[src/rtl/rv32i_pkg.sv]
// rtl/rv32i_pkg.sv - shared RV32I opcode, format-index and funct3 constants
package rv32i_pkg;

  // Major opcodes
  localparam logic [6:0] OP_R      = 7'b0110011;
  localparam logic [6:0] OP_IALU   = 7'b0010011;
  localparam logic [6:0] OP_LOAD   = 7'b0000011;
  localparam logic [6:0] OP_STORE  = 7'b0100011;
  localparam logic [6:0] OP_BRANCH = 7'b1100011;
  localparam logic [6:0] OP_JAL    = 7'b1101111;
  localparam logic [6:0] OP_JALR   = 7'b1100111;
  localparam logic [6:0] OP_LUI    = 7'b0110111;
  localparam logic [6:0] OP_AUIPC  = 7'b0010111;

  // Bit positions inside the one-hot instruction-class vector
  localparam int FMT_R      = 8;
  localparam int FMT_IALU   = 7;
  localparam int FMT_LOAD   = 6;
  localparam int FMT_STORE  = 5;
  localparam int FMT_BRANCH = 4;
  localparam int FMT_JAL    = 3;
  localparam int FMT_JALR   = 2;
  localparam int FMT_LUI    = 1;
  localparam int FMT_AUIPC  = 0;

  // Load widths
  localparam logic [2:0] F3_LB  = 3'b000;
  localparam logic [2:0] F3_LH  = 3'b001;
  localparam logic [2:0] F3_LW  = 3'b010;
  localparam logic [2:0] F3_LBU = 3'b100;
  localparam logic [2:0] F3_LHU = 3'b101;

  // Store widths
  localparam logic [2:0] F3_SB = 3'b000;
  localparam logic [2:0] F3_SH = 3'b001;
  localparam logic [2:0] F3_SW = 3'b010;

  // Branch conditions
  localparam logic [2:0] F3_BEQ  = 3'b000;
  localparam logic [2:0] F3_BNE  = 3'b001;
  localparam logic [2:0] F3_BLT  = 3'b100;
  localparam logic [2:0] F3_BGE  = 3'b101;
  localparam logic [2:0] F3_BLTU = 3'b110;
  localparam logic [2:0] F3_BGEU = 3'b111;

  // ALU / jump funct3 values that need special field handling
  localparam logic [2:0] F3_ADD_SUB = 3'b000;
  localparam logic [2:0] F3_SLL     = 3'b001;
  localparam logic [2:0] F3_SR      = 3'b101;
  localparam logic [2:0] F3_JALR    = 3'b000;

  // Shift-immediate forms carry a 5-bit shamt plus bit 30 instead of imm[11:0]
  function automatic logic is_shift_imm(input logic [2:0] f3);
    return (f3 == F3_SLL) || (f3 == F3_SR);
  endfunction

endpackage

[src/rtl/rv32i_sync_fifo.sv]
// rtl/rv32i_sync_fifo.sv - synchronous word FIFO with flush
module rv32i_sync_fifo #(
  parameter int DEPTH = 4,
  parameter int WIDTH = 32
) (
  input  logic                       clk,
  input  logic                       rst,
  input  logic                       clear,
  input  logic                       push,
  input  logic [WIDTH-1:0]           wdata,
  input  logic                       pop,
  output logic [WIDTH-1:0]           rdata,
  output logic [$clog2(DEPTH):0]     count,
  output logic                       full,
  output logic                       empty
);

  localparam int AW = $clog2(DEPTH);

  logic [WIDTH-1:0] mem [DEPTH];
  logic [AW-1:0]    wr_ptr;
  logic [AW-1:0]    rd_ptr;
  logic             do_push;
  logic             do_pop;

  assign full    = (count == (AW + 1)'(DEPTH));
  assign empty   = (count == '0);
  assign do_push = push && !full && !clear;
  assign do_pop  = pop && !empty && !clear;
  assign rdata   = mem[rd_ptr];

  // Pointer and occupancy tracking; flush wins over push/pop
  always_ff @(posedge clk or posedge rst) begin
    if (rst) begin
      wr_ptr <= '0;
      rd_ptr <= '0;
      count  <= '0;
    end else if (clear) begin
      wr_ptr <= '0;
      rd_ptr <= '0;
      count  <= '0;
    end else begin
      if (do_push) wr_ptr <= wr_ptr + AW'(1);
      if (do_pop)  rd_ptr <= rd_ptr + AW'(1);
      if (do_push && !do_pop)      count <= count + (AW + 1)'(1);
      else if (do_pop && !do_push) count <= count - (AW + 1)'(1);
    end
  end

  // Storage array; contents are don't-care until written
  always_ff @(posedge clk) begin
    if (do_push) mem[wr_ptr] <= wdata;
  end

endmodule

[src/rtl/rv32i_instr_encoder.sv]
// rtl/rv32i_instr_encoder.sv - RV32I field encoder feeding instruction-memory writes
module rv32i_instr_encoder
  import rv32i_pkg::*;
#(
  parameter int          DEPTH     = 4,
  parameter logic [31:0] BASE_ADDR = 32'h0000_0000,
  parameter int          MEM_WORDS = 1024
) (
  input  logic                           clk,
  input  logic                           rst,
  input  logic                           clear,
  input  logic                           in_valid,
  output logic                           in_ready,
  input  logic [8:0]                     fmt,
  input  logic [4:0]                     rd,
  input  logic [4:0]                     rs1,
  input  logic [4:0]                     rs2,
  input  logic [2:0]                     funct3,
  input  logic                           funct7b5,
  input  logic [31:0]                    imm,
  output logic                           imem_we,
  output logic [31:0]                    imem_addr,
  output logic [31:0]                    imem_wdata,
  input  logic                           imem_ready,
  output logic [$clog2(MEM_WORDS):0]     words_written,
  output logic                           full,
  output logic                           err_illegal
);

  localparam int CW = $clog2(MEM_WORDS) + 1;
  localparam int FW = $clog2(DEPTH) + 1;

  logic [31:0]   enc_word;
  logic          legal;
  logic          accept;
  logic          push;
  logic          pop;
  logic [31:0]   fifo_rdata;
  logic [FW-1:0] fifo_count;
  logic          fifo_full;
  logic          fifo_empty;
  logic [CW:0]   committed;
  logic          room;

  // Words already written plus words still queued must stay below capacity
  assign committed = {1'b0, words_written} + (CW + 1)'(fifo_count);
  assign room      = (committed < (CW + 1)'(MEM_WORDS));
  assign full      = (words_written == CW'(MEM_WORDS));
  assign in_ready  = !rst && !fifo_full && !full && !clear && room;
  assign accept    = in_valid && in_ready;
  assign push      = accept && legal;
  assign pop       = imem_we && imem_ready && !clear;

  assign imem_we    = !fifo_empty;
  assign imem_wdata = fifo_empty ? 32'h0 : fifo_rdata;

  // Assemble the instruction word from the fields for the selected class
  always_comb begin
    enc_word = 32'h0;
    if (fmt[FMT_R]) begin
      enc_word = {1'b0, funct7b5, 5'b0, rs2, rs1, funct3, rd, OP_R};
    end else if (fmt[FMT_IALU]) begin
      if (is_shift_imm(funct3))
        enc_word = {1'b0, funct7b5, 5'b0, imm[4:0], rs1, funct3, rd, OP_IALU};
      else
        enc_word = {imm[11:0], rs1, funct3, rd, OP_IALU};
    end else if (fmt[FMT_LOAD]) begin
      enc_word = {imm[11:0], rs1, funct3, rd, OP_LOAD};
    end else if (fmt[FMT_STORE]) begin
      enc_word = {imm[11:5], rs2, rs1, funct3, imm[4:0], OP_STORE};
    end else if (fmt[FMT_BRANCH]) begin
      enc_word = {imm[12], imm[10:5], rs2, rs1, funct3, imm[4:1], imm[11], OP_BRANCH};
    end else if (fmt[FMT_JAL]) begin
      enc_word = {imm[20], imm[10:1], imm[11], imm[19:12], rd, OP_JAL};
    end else if (fmt[FMT_JALR]) begin
      enc_word = {imm[11:0], rs1, funct3, rd, OP_JALR};
    end else if (fmt[FMT_LUI]) begin
      enc_word = {imm[31:12], rd, OP_LUI};
    end else if (fmt[FMT_AUIPC]) begin
      enc_word = {imm[31:12], rd, OP_AUIPC};
    end
  end

  // Reject malformed class vectors and reserved funct3/funct7 combinations
  always_comb begin
    legal = $onehot(fmt);
    if (fmt[FMT_LOAD] && !(funct3 inside {F3_LB, F3_LH, F3_LW, F3_LBU, F3_LHU}))
      legal = 1'b0;
    if (fmt[FMT_STORE] && !(funct3 inside {F3_SB, F3_SH, F3_SW}))
      legal = 1'b0;
    if (fmt[FMT_BRANCH] && !(funct3 inside {F3_BEQ, F3_BNE, F3_BLT, F3_BGE, F3_BLTU, F3_BGEU}))
      legal = 1'b0;
    if (fmt[FMT_JALR] && (funct3 != F3_JALR))
      legal = 1'b0;
    if (fmt[FMT_IALU] && (funct3 == F3_SLL) && funct7b5)
      legal = 1'b0;
    if (fmt[FMT_R] && funct7b5 && !(funct3 inside {F3_ADD_SUB, F3_SR}))
      legal = 1'b0;
  end

  // Write address, completed-word count and sticky illegal flag
  always_ff @(posedge clk or posedge rst) begin
    if (rst) begin
      imem_addr     <= BASE_ADDR;
      words_written <= '0;
      err_illegal   <= 1'b0;
    end else if (clear) begin
      imem_addr     <= BASE_ADDR;
      words_written <= '0;
      err_illegal   <= 1'b0;
    end else begin
      if (pop) begin
        imem_addr     <= imem_addr + 32'd4;
        words_written <= words_written + CW'(1);
      end
      if (accept && !legal) err_illegal <= 1'b1;
    end
  end

  rv32i_sync_fifo #(
    .DEPTH (DEPTH),
    .WIDTH (32)
  ) u_fifo (
    .clk   (clk),
    .rst   (rst),
    .clear (clear),
    .push  (push),
    .wdata (enc_word),
    .pop   (pop),
    .rdata (fifo_rdata),
    .count (fifo_count),
    .full  (fifo_full),
    .empty (fifo_empty)
  );

endmodule

[config.mk]
export PLATFORM = sky130hd
export DESIGN_NAME = rv32i_instr_encoder
export DESIGN_NICKNAME = d
export VERILOG_FILES = /design/src/rtl/rv32i_pkg.sv /design/src/rtl/rv32i_sync_fifo.sv /design/src/rtl/rv32i_instr_encoder.sv
export SDC_FILE = /design/constraint.sdc
export NUM_CORES = 1
export LEC_CHECK = 0
export CORE_UTILIZATION = 30
export CTS_CLUSTER_DIAMETER = 200
export DETAILED_ROUTE_END_ITERATION = 10
export GPL_TIMING_DRIVEN = 0
export PLACE_DENSITY_LB_ADDON = 0.25
export RECOVER_POWER = 50
export SLEW_MARGIN = 20
export SYNTH_ARGS = -nofsm -noshare
export SYNTH_HDL_FRONTEND = slang
export SYNTH_SLANG_ARGS = --single-unit
[constraint.sdc]
create_clock -name clk -period 4.7 [get_ports clk]
set_input_delay 0.94 -clock clk [delete_from_list [all_inputs] [get_ports clk]]
set_output_delay 0.94 -clock clk [all_outputs]
set_load 0.01 [all_outputs]
==> impl_results.md <==
* Post-synth EDFFs at 124
* Max-cap violations at 0
* Ys flop type: edfxtp_1
* RSZ-0062 raised after global routing: true
* Worst slack, placed at -1650 ps
* Highest clock rate at 215 MHz
* Placed cell count at 1129
* Setup skew after layout at 14.2 ps
* Async SR Flop Fraction at 0.283
* Avg Cell Area, Syn at 12.7 um^2
* Area of the multi-input gates at 3120 um^2
* Most frequent cells in the layout: edfxtp_1, clkdlybuf4s50_1, nor2_1, dfrtp_1, dlygate4sd3_1
* Syn-to-layout area delta at 34.4%
* Rows at 60
* Crit. Startpoint: fmt[0]
* DR vias at 5865
* Core area at 27000 um^2
* CTS tree: done
* Worst r2r src: u_fifo.count[2]
* Die Area at 28100 um^2
* Crit path time final at 4660 ps
* Sequential power share at 0.407
* Critical Path RT at 5070 ps
* Fin crit share at 0.991
* Die outline height at 168 um
* Ys Warns at 0
* Net Sw Frac at 0.289
* Die W at 168 um
* Grt total ovfl at 0
* # fillers at 2512
* Relative slew margins at 0.0302
* Crit path arrival time at 5030 ps
* Detailed-placement wirelength estimate at 14700 um
* Via density at 4.92
* Post-synthesis sequential area ratio at 0.601
* Routed WL at 22300 um
* Global-route usage over all layers at 0.163
* Clock power frac at 0.330
* Seq. cell area at 4950 um^2
* # clock sinks at 173
* FF+latch count, synth at 173
* P_int at 2960 uW
* Startpoint types: input port
* P_sw at 1200 uW
* Leakage at 0.00411 uW
* Global-route wire length before repair at 34100 um
* First DRT Iteration DRCs at 375
* Drt first pass iters at 5
* Clock transition at the registers of the reported paths at 70 ps
* Layout cells sized above 1 at 0.146
* Initial antenna violation count at 4
* Drt wl/cell at 18.7 um
* Top Ports at 144
* R2R setup slack at 1500 ps
* Crit path capture: u_fifo.count[1]
* Worst-margin pin slew at 1450 ps
* Final setup fails at 0
* CTS root buffer: clkbuf_16
* Pins Over Slew Limit at 0
* PortBufs at 139
* Initial Util at 0.306
* Nets@finish at 918
* GP Congestion at 0.779
* Antenna-violating nets left at 0
* Comb pwr share at 0.263
* Cell Area, Synth at 8240 um^2
* Vias in the first global route at 5707
* Critical path peak fanout at 3
* Peak supply drop at 0.000198 V
* Largest net degree at the start of global routing at 27
* Final hold viol count at 0
* Cell taking the most area after synthesis: edfxtp_1
* Cell variety after synth at 55
* Setup WS post-layout at 41.2 ps
* Worst skew pair latency at 440 ps
* Residual DRC at 0
* R2R Path End: u_fifo.count[1]
* Worst reg2reg path depth at 11
* Status: complete, no violations
* Crit Path Category: input port to flip-flop
* Worst Hold Class: flip-flop to flip-flop
* CTS buffer count at 17
* Finished Layout Cells at 1191
* Post-Synthesis Cells at 647
* Synth top area cells: edfxtp_1, dfrtp_1, mux4_2, nor2_1, and2_1
* CTS max path bufs at 2
* H-tree Lvls at 4
* Synth top area share at 0.452
* Pwr/cell area at 376 nW/um^2
* Commonest non-fill, non-tap cell in the layout: edfxtp_1
* Worst hold margin at 503 ps
* Critical Path End Type: flip-flop
[power by group through the flow]
| stage | registers (uW) | clock network [uW] | logic [uW] |
|---|---|---|---|
| finish | 1690 | 1370 | 1100 |
| global route | 1700 | 1450 | 1200 |
| CTS | 1690 | 1400 | 1120 |
| detailed placement | 1730 | 0 | 1110 |
| global placement | 1730 | 0 | 1100 |
| floorplan | 1720 | 0 | 592 |
[cells by family (layout without fill, tap and decap cells)]
logic type,Yosys count,count (layout),synth area share
DFF,173,173,0.601
and+or+nand+nor,238,243,0.145
buffers and inverters,59,254,0.0302
muxes,31,31,0.0848
AOI/OAI and AO/OA,90,90,0.0664
adders and majority gates,18,18,0.0328
xor gates and xnor gates,37,37,0.0393
other,1,4,0.000455
[stage by stage]
| stage | utilization | setup TNS, ps | instance area, um^2 | power [uW] |
|---|---|---|---|---|
| floorplan | - | -340 | 8290 | 2310 |
| global placement | 0.375 | -178210 | 10100 | 2820 |
| detailed placement | 0.376 | -185810 | 10100 | 2830 |
| CTS | 0.400 | 0 | 10800 | 4210 |
| global route | 0.411 | -164 | 11100 | 4340 |
| finish | 0.411 | 0 | 11100 | 4160 |
[critical path, stage by stage]
cell	delay (ps)
buf_12	100
inv_12	30
fa_1	540
fa_1	430
fa_1	440
inv_1	80
fa_2	200
inv_2	40
fa_2	510
o211ai_1	90
a31o_2	260
nor4_4	350
nand2_2	100
nor2_2	110
fa_1	430
nor2_1	110
o2bb2ai_1	70
o31ai_1	60
a22o_1	150
[timing repair]
item / in CTS / in global routing
pin swaps: 7 / 2
setup buffers: 4 / 19
hold endpoints to repair: 0 / 0
hold buffers: 0 / 0
gates cloned: 4 / 1
endpoints found under the setup margin: 130 / 106
gates resized for setup: 30 / 7
[Yosys cell counts (3+ instances only)]
| master | count |
|---|---|
| nor4_1 | 3 |
| a22o_1 | 6 |
| fa_1 | 6 |
| and3_1 | 3 |
| o21ai_0 | 26 |
| xor2_1 | 27 |
| nor2_1 | 70 |
| a21oi_1 | 35 |
| dfrtp_1 | 49 |
| ha_1 | 12 |
| nand3_1 | 28 |
| buf_2 | 5 |
| or3_1 | 6 |
| o211ai_1 | 3 |
| edfxtp_1 | 124 |
| nand2_1 | 46 |
| or2_2 | 5 |
| a22oi_1 | 5 |
| clkbuf_1 | 16 |
| xnor2_1 | 10 |
| nor3_1 | 8 |
| inv_1 | 30 |
| mux4_2 | 31 |
| and2_1 | 40 |
| buf_4 | 3 |
| nand4_1 | 12 |
| and4_1 | 4 |
[how the worst min path moves through the flow]
stage / from / endpoint / slack (ps) / cells past startpoint
after floorplan: u_fifo.wr_ptr[0] / u_fifo.wr_ptr[0] / 510 / 1
after global placement: err_illegal / err_illegal / 500 / 2
after detailed placement: err_illegal / err_illegal / 500 / 2
after CTS: err_illegal / err_illegal / 520 / 2
after global routing: err_illegal / err_illegal / 550 / 2
final: err_illegal / err_illegal / 500 / 2
[registers in the layout, indices dropped and copies added (netlist names)]
signal         flops
u_fifo.count       3
u_fifo.rd_ptr      2
words_written     11
imem_addr         30
u_fifo.mem       124
err_illegal        1
u_fifo.wr_ptr      2
[layer usage]
layer	GRT usage	up-vias	routed length (um)
met5	0	-	27
met3	0.0362	31	1180
met1	0.221	2914	10300
met2	0.255	174	10400
li1	-	2742	-
met4	0.0606	4	454
[layout make-up]
| cell class | instances | area share |
|---|---|---|
| buffer | 28 | 0.0128 |
| inverter | 31 | 0.0125 |
| clock buffer | 18 | 0.0387 |
| antenna | 2 | 0.000452 |
| clock inverter | 14 | 0.0121 |
| multi-input combinational | 421 | 0.282 |
| tap | 341 | 0.0385 |
| timing repair buffer | 163 | 0.156 |
| sequential | 173 | 0.447 |
(Power assumes the default switching activity.)
